[config.mk]
export PLATFORM = sky130hd
export DESIGN_NAME = alu_mc_unit_flat
export DESIGN_NICKNAME = d
export VERILOG_FILES = /design/src/rtl/alu_mc_unit_if.sv /design/src/rtl/alu_mc_unit.sv /design/src/flat_wrapper.sv
export SDC_FILE = /design/constraint.sdc
export NUM_CORES = 1
export LEC_CHECK = 0
export CORE_UTILIZATION = 30
export CTS_BUF_LIST = sky130_fd_sc_hd__clkbuf_8
export DETAILED_ROUTE_END_ITERATION = 16
export GPL_ROUTABILITY_DRIVEN = 0
export PLACE_DENSITY = 0.47
export SETUP_SLACK_MARGIN = 0.15
export SYNTH_ARGS = -nofsm -noshare
export SYNTH_HDL_FRONTEND = slang
export SYNTH_SLANG_ARGS = --single-unit
export TNS_END_PERCENT = 1
[constraint.sdc]
create_clock -name clk -period 3.45 [get_ports clk]
set_clock_uncertainty 0.05 [all_clocks]
set_input_delay 1.035 -clock clk [delete_from_list [all_inputs] [get_ports clk]]
set_output_delay 1.035 -clock clk [all_outputs]
set_load 0.05 [all_outputs]
[src/rtl/alu_mc_unit_if.sv]
// Request/result bus of the multi-cycle ALU.
// master drives requests and consumes results; slave is the ALU itself.
interface alu_mc_unit_if #(
    parameter int N = 4
);
    logic           in_valid;
    logic           in_ready;
    logic [N-1:0]   operand1;
    logic [N-1:0]   operand2;
    logic [2:0]     operation;
    logic           out_valid;
    logic           out_ready;
    logic [2*N-1:0] alu_out;
    logic           busy;

    modport master (
        output in_valid, operand1, operand2, operation, out_ready,
        input  in_ready, out_valid, alu_out, busy
    );

    modport slave (
        input  in_valid, operand1, operand2, operation, out_ready,
        output in_ready, out_valid, alu_out, busy
    );
endinterface

[src/rtl/alu_mc_unit.sv]
// Multi-cycle ALU: single-cycle add/and/sub/or/xor/slt, N-cycle shift-add
// multiply and N-cycle restoring divide, with a valid/ready request side
// and a valid/ready result side. One operation in flight at a time.
// The interface instance must be built with the same N as this module.
module alu_mc_unit #(
    parameter int N = 4
) (
    input  logic          clk,
    input  logic          reset,
    alu_mc_unit_if.slave  bus
);
    localparam int W  = 2 * N;
    localparam int CW = $clog2(N);
    localparam logic [CW-1:0] LAST = CW'(N - 1);

    localparam logic [2:0] OP_ADD  = 3'd0;
    localparam logic [2:0] OP_AND  = 3'd1;
    localparam logic [2:0] OP_SUB  = 3'd2;
    localparam logic [2:0] OP_OR   = 3'd3;
    localparam logic [2:0] OP_XOR  = 3'd4;
    localparam logic [2:0] OP_MULT = 3'd5;
    localparam logic [2:0] OP_DIV  = 3'd6;
    localparam logic [2:0] OP_SLT  = 3'd7;

    typedef enum logic [1:0] {IDLE, MUL, DIV, DONE} state_t;

    state_t         state_reg;
    logic [W-1:0]   alu_out_reg;
    logic [W-1:0]   acc_reg;       // running product
    logic [W-1:0]   mcand_reg;     // multiplicand, shifted left each iteration
    logic [N-1:0]   mplier_reg;    // multiplier, shifted right each iteration
    logic [N-1:0]   divisor_reg;
    logic [N-1:0]   rem_reg;       // partial remainder
    logic [N-1:0]   quo_reg;       // dividend bits shift out, quotient bits shift in
    logic [CW-1:0]  cnt_reg;

    logic [N-1:0]   and_bits;
    logic [N-1:0]   or_bits;
    logic [N-1:0]   xor_bits;
    logic [N:0]     add_sum;
    logic [W-1:0]   quick_result;
    logic [W-1:0]   mul_sum;
    logic [N:0]     div_trial;
    logic           div_ge;
    logic [N-1:0]   div_rem_next;
    logic [N-1:0]   quo_next;

    // Per-bit logic operations on the live request operands
    for (genvar gi = 0; gi < N; gi++) begin : g_bitwise
        assign and_bits[gi] = bus.operand1[gi] & bus.operand2[gi];
        assign or_bits[gi]  = bus.operand1[gi] | bus.operand2[gi];
        assign xor_bits[gi] = bus.operand1[gi] ^ bus.operand2[gi];
    end

    assign add_sum = {1'b0, bus.operand1} + {1'b0, bus.operand2};

    // Result of the single-cycle operations, loaded on the accept edge
    always_comb begin
        quick_result = '0;
        case (bus.operation)
            OP_ADD:  quick_result = W'(add_sum);
            OP_AND:  quick_result = W'(and_bits);
            OP_SUB:  quick_result = W'(bus.operand1) - W'(bus.operand2);
            OP_OR:   quick_result = W'(or_bits);
            OP_XOR:  quick_result = W'(xor_bits);
            OP_SLT:  quick_result = W'(bus.operand1 < bus.operand2);
            default: quick_result = '0;
        endcase
    end

    // One shift-add step and one restoring-division step.
    // A zero divisor always passes the trial subtract, which yields an
    // all-ones quotient and leaves the dividend as the remainder.
    always_comb begin
        mul_sum      = acc_reg + (mplier_reg[0] ? mcand_reg : '0);
        div_trial    = {rem_reg, quo_reg[N-1]};
        div_ge       = (div_trial >= {1'b0, divisor_reg});
        div_rem_next = div_ge ? N'(div_trial - {1'b0, divisor_reg}) : div_trial[N-1:0];
        quo_next     = {quo_reg[N-2:0], div_ge};
    end

    // Control FSM and datapath registers
    always_ff @(posedge clk) begin
        if (reset) begin
            state_reg   <= IDLE;
            alu_out_reg <= '0;
            acc_reg     <= '0;
            mcand_reg   <= '0;
            mplier_reg  <= '0;
            divisor_reg <= '0;
            rem_reg     <= '0;
            quo_reg     <= '0;
            cnt_reg     <= '0;
        end else begin
            case (state_reg)
                IDLE: begin
                    cnt_reg <= '0;
                    if (bus.in_valid) begin
                        case (bus.operation)
                            OP_MULT: begin
                                acc_reg    <= '0;
                                mcand_reg  <= W'(bus.operand1);
                                mplier_reg <= bus.operand2;
                                state_reg  <= MUL;
                            end
                            OP_DIV: begin
                                rem_reg     <= '0;
                                quo_reg     <= bus.operand1;
                                divisor_reg <= bus.operand2;
                                state_reg   <= DIV;
                            end
                            default: begin
                                alu_out_reg <= quick_result;
                                state_reg   <= DONE;
                            end
                        endcase
                    end
                end
                MUL: begin
                    acc_reg    <= mul_sum;
                    mcand_reg  <= mcand_reg << 1;
                    mplier_reg <= mplier_reg >> 1;
                    if (cnt_reg == LAST) begin
                        alu_out_reg <= mul_sum;
                        cnt_reg     <= '0;
                        state_reg   <= DONE;
                    end else begin
                        cnt_reg <= cnt_reg + 1'b1;
                    end
                end
                DIV: begin
                    rem_reg <= div_rem_next;
                    quo_reg <= quo_next;
                    if (cnt_reg == LAST) begin
                        alu_out_reg <= {div_rem_next, quo_next};
                        cnt_reg     <= '0;
                        state_reg   <= DONE;
                    end else begin
                        cnt_reg <= cnt_reg + 1'b1;
                    end
                end
                DONE: begin
                    cnt_reg <= '0;
                    if (bus.out_ready) begin
                        state_reg <= IDLE;
                    end
                end
                default: state_reg <= IDLE;
            endcase
        end
    end

    assign bus.in_ready  = (state_reg == IDLE);
    assign bus.busy      = (state_reg != IDLE);
    assign bus.out_valid = (state_reg == DONE);
    assign bus.alu_out   = alu_out_reg;
endmodule
[src/flat_wrapper.sv]
// flat-port wrapper written by rule: the top's interface ports become plain ports
module alu_mc_unit_flat 
#(
    parameter int N = 4
)
  (clk, reset, bus_in_valid, bus_operand1, bus_operand2, bus_operation, bus_out_ready, bus_in_ready, bus_out_valid, bus_alu_out, bus_busy);
  alu_mc_unit_if #(.N(N)) bus_i ();
  input  logic clk;
  input  logic reset;
  input wire logic [$bits(bus_i.in_valid)-1:0] bus_in_valid;
  input wire logic [$bits(bus_i.operand1)-1:0] bus_operand1;
  input wire logic [$bits(bus_i.operand2)-1:0] bus_operand2;
  input wire logic [$bits(bus_i.operation)-1:0] bus_operation;
  input wire logic [$bits(bus_i.out_ready)-1:0] bus_out_ready;
  output wire logic [$bits(bus_i.in_ready)-1:0] bus_in_ready;
  output wire logic [$bits(bus_i.out_valid)-1:0] bus_out_valid;
  output wire logic [$bits(bus_i.alu_out)-1:0] bus_alu_out;
  output wire logic [$bits(bus_i.busy)-1:0] bus_busy;
  assign bus_i.in_valid = bus_in_valid;
  assign bus_i.operand1 = bus_operand1;
  assign bus_i.operand2 = bus_operand2;
  assign bus_i.operation = bus_operation;
  assign bus_i.out_ready = bus_out_ready;
  assign bus_in_ready = bus_i.in_ready;
  assign bus_out_valid = bus_i.out_valid;
  assign bus_alu_out = bus_i.alu_out;
  assign bus_busy = bus_i.busy;
  alu_mc_unit #(.N(N)) u_core (.clk(clk), .reset(reset), .bus(bus_i));
endmodule
==> metrics.cfg <==
[cells_and_area]
num-nets-final = 444
drive_gt1_share_pct = 11.3
layout_common_cells = 45 x nor2_1, 44 x dfxtp_1, 29 x ha_1
final_common_cell = nor2_1
diodes = 0
syn_to_final_growth_pct = 18.5
n_fill_cell = 1008

[critical_path]
crit_family = compound AO/OA/AOI/OAI gates
path_cells = clkdlybuf4s50_1 > inv_1 > ha_1 > o21ba_2 > o21ai_0 > a2111oi_0 > o21ai_0 > a311oi_1
critical_path_class = input pin to flip-flop
cp.required_ns = 3.61
r2r_cells = 9
r2r_start = u_core.mplier_reg[0]$_SDFFE_PP0P_
cpPeakStageDelay_ns = 0.57
r2r_slack_ns = 1.00
cp-start-kind = input pin
cpMostUsedCell = o21ai_0
r2r_end = u_core.bus.alu_out[6]$_SDFFE_PP0P_
path_buf_inv = 2
crit_arrival_ns = 3.24
slowest_stage = clkdlybuf4s50_1
crit_fanout = 4
cp-end-kind = flip-flop

[logic_synthesis]
synth_mux_area_share_pct = 5.91
synth_top_family_by_area = compound AO/OA/AOI/OAI gates
syn_inst = 364
synthFlopType = dfxtp_1
netlist_area_um2 = 3070
synth_edf_count = 0
seq_area_frac_synth_pct = 28.7
ys_warn_count = 0
yosys.area_share.adder_pct = 14.4
synth-simple-area-share_pct = 18.6
syn_nets = 412
postSynth.asyncResetShare_pct = 0
syn_avg_cell_area_um2 = 8.43
synth-compound-area-share_pct = 22.7
ys_ff_latch = 44
ys_types = 53
yosys.area_share.xor_xnor_pct = 2.85

[worst_hold_path]
hold_end = u_core.cnt_reg[0]$_SDFF_PP0_
hold_path.class = flip-flop to flip-flop
whs_path_depth = 1
min_from = u_core.cnt_reg[0]$_SDFF_PP0_

[timing]
drv_slew = 0
maxSlewHeadroom_pct = 51.3
period_share_pct = 89.2
hold_viol = 0
worstMarginPinSlew_ns = 0.731
fin_crit_ns = 3.08
clock.fmax_mhz = 325
tns_ns = 0
setup_viol = 0
rsz0062_at_grt = no
whs_ns = 0.387

[clock_network]
clkSinkCount = 44
cts_hold_buf = 0
clock_latency_ns = 0.30
clkTransAtPathRegs_ns = 0.08
cts_tree = built
ctsHtreeMaxLevel = 2
cts_setup_buffers = 0
root_buffer = clkbuf_8
tritoncts.num_buffers = 5
clk_path_buf_depth = 2

[flow_run]
cap_violations = 0

[route]
drt_iter0_markers = 134
avgRoutedWirePerCell_um = 15.4
drc_errors = 0
vias_per_cell = 4.95
ant_nets = 0
routed_wl_um = 8170
drt_pre_antenna_iters = 4
vias = 2623

[pwr]
ir_drop_mv = 0.346
p_leak_nw = 1.45
powerDensity_nw_per_um2 = 581
p_total_mw = 2.12

[global_routing]
track_usage_pct = 16.9
busiest_layer = met2
antenna_found_initial = 0
grt.overflow.total = 0
grt_pass1_vias = 2588
grt_max_degree = 44
grt_use_met1_pct = 23.8
grt_pass1_wl_um = 13600
grt_util_met2_pct = 26.9
met3_usage_pct = 2.37

[status]
status = finished clean

[die]
core-area_um2 = 9860
dieWidth_um = 103
io_pins = 26
die_h_um = 103
num_rows = 36
die-area_um2 = 10600
start_util_pct = 31.1

[placed_design]
portBuffers = 25
dpl.hpwl_um = 6110

[cells in the mapped netlist, drive strengths merged (8+ instances only)]
| cell | count | area, um^2 |
|---|---|---|
| o21ai | 15 | 86.3 |
| a21oi | 29 | 153 |
| nand2b | 8 | 50.1 |
| ha | 29 | 363 |
| mux2i | 17 | 170 |
| inv | 24 | 90.1 |
| clkbuf | 8 | 30.0 |
| buf | 11 | 88.8 |
| a211oi | 17 | 148 |
| dfxtp | 44 | 881 |
| nor2 | 46 | 175 |
| nand2 | 29 | 114 |
| nand3 | 15 | 75.1 |
[repair_timing]
action | in CTS | in global routing
gates resized for setup | 0 | 1
hold endpoints to repair | 0 | 0
endpoints found under the setup margin | 0 | 1
[layout make-up]
cell class | instances | area (um^2) | area share, %
sequential | 44 | 881 | 24.2
timing repair buffer | 44 | 395 | 10.9
clock buffer | 7 | 96.3 | 2.65
tap | 133 | 166 | 4.57
clock inverter | 1 | 30.0 | 0.825
multi-input combinational | 277 | 1980 | 54.4
inverter | 24 | 90.1 | 2.48
[worst max path at each step]
stage                     cells after the start                                 end                              from
after global routing                          9  u_core.bus.alu_out[1]$_SDFFE_PP0P_                   bus_operand2[0]
after detailed placement                      8  u_core.bus.alu_out[0]$_SDFFE_PP0P_                   bus_operand2[1]
after global placement                        9  u_core.bus.alu_out[1]$_SDFFE_PP0P_                   bus_operand2[0]
after floorplan                               8  u_core.bus.alu_out[1]$_SDFFE_PP0P_                   bus_operand2[0]
final                                         8  u_core.bus.alu_out[0]$_SDFFE_PP0P_                   bus_operand2[1]
after CTS                                     4                            bus_busy  u_core.state_reg[0]$_SDFFE_PP0P_
[per-stage QoR]
| step | worst slack [ns] | utilization, % | instances | instance area (um^2) |
|---|---|---|---|---|
| floorplan | 0.745 | - | 364 | 3070 |
| global placement | 0.101 | 35.6 | 522 | 3510 |
| detailed placement | 0.0477 | 35.6 | 522 | 3510 |
| CTS | 0.173 | 36.9 | 530 | 3640 |
| global route | 0.220 | 36.9 | 530 | 3640 |
| finish | 0.371 | 36.9 | 530 | 3640 |
[metal layers]
layer	routed length (um)	part of all wire, %	up-vias
met4	117	1.4	0
met1	4110	50	1230
met5	0	0	-
met2	3590	44	40
li1	-	-	1345
met3	349	4.3	8
[report_power, final]
part / leakage, nW / total [mW] / switching, mW / internal (mW)
sequential: 0.357 / 0.650 / 0.0621 / 0.588
clock: 0.0645 / 0.439 / 0.183 / 0.256
combinational: 1.03 / 1.03 / 0.656 / 0.370
total: 1.45 / 2.12 / 0.902 / 1.21
[cells by family after synthesis]
logic type               Yosys count
flip-flops                        44
adder cells (fa/ha/maj)           33
multiplexers                      18
buffers and inverters             43
AND/OR/NAND/NOR                  121
XOR/XNOR                          10
AO/OA/AOI/OAI                     95
(Power assumes the default switching activity.)
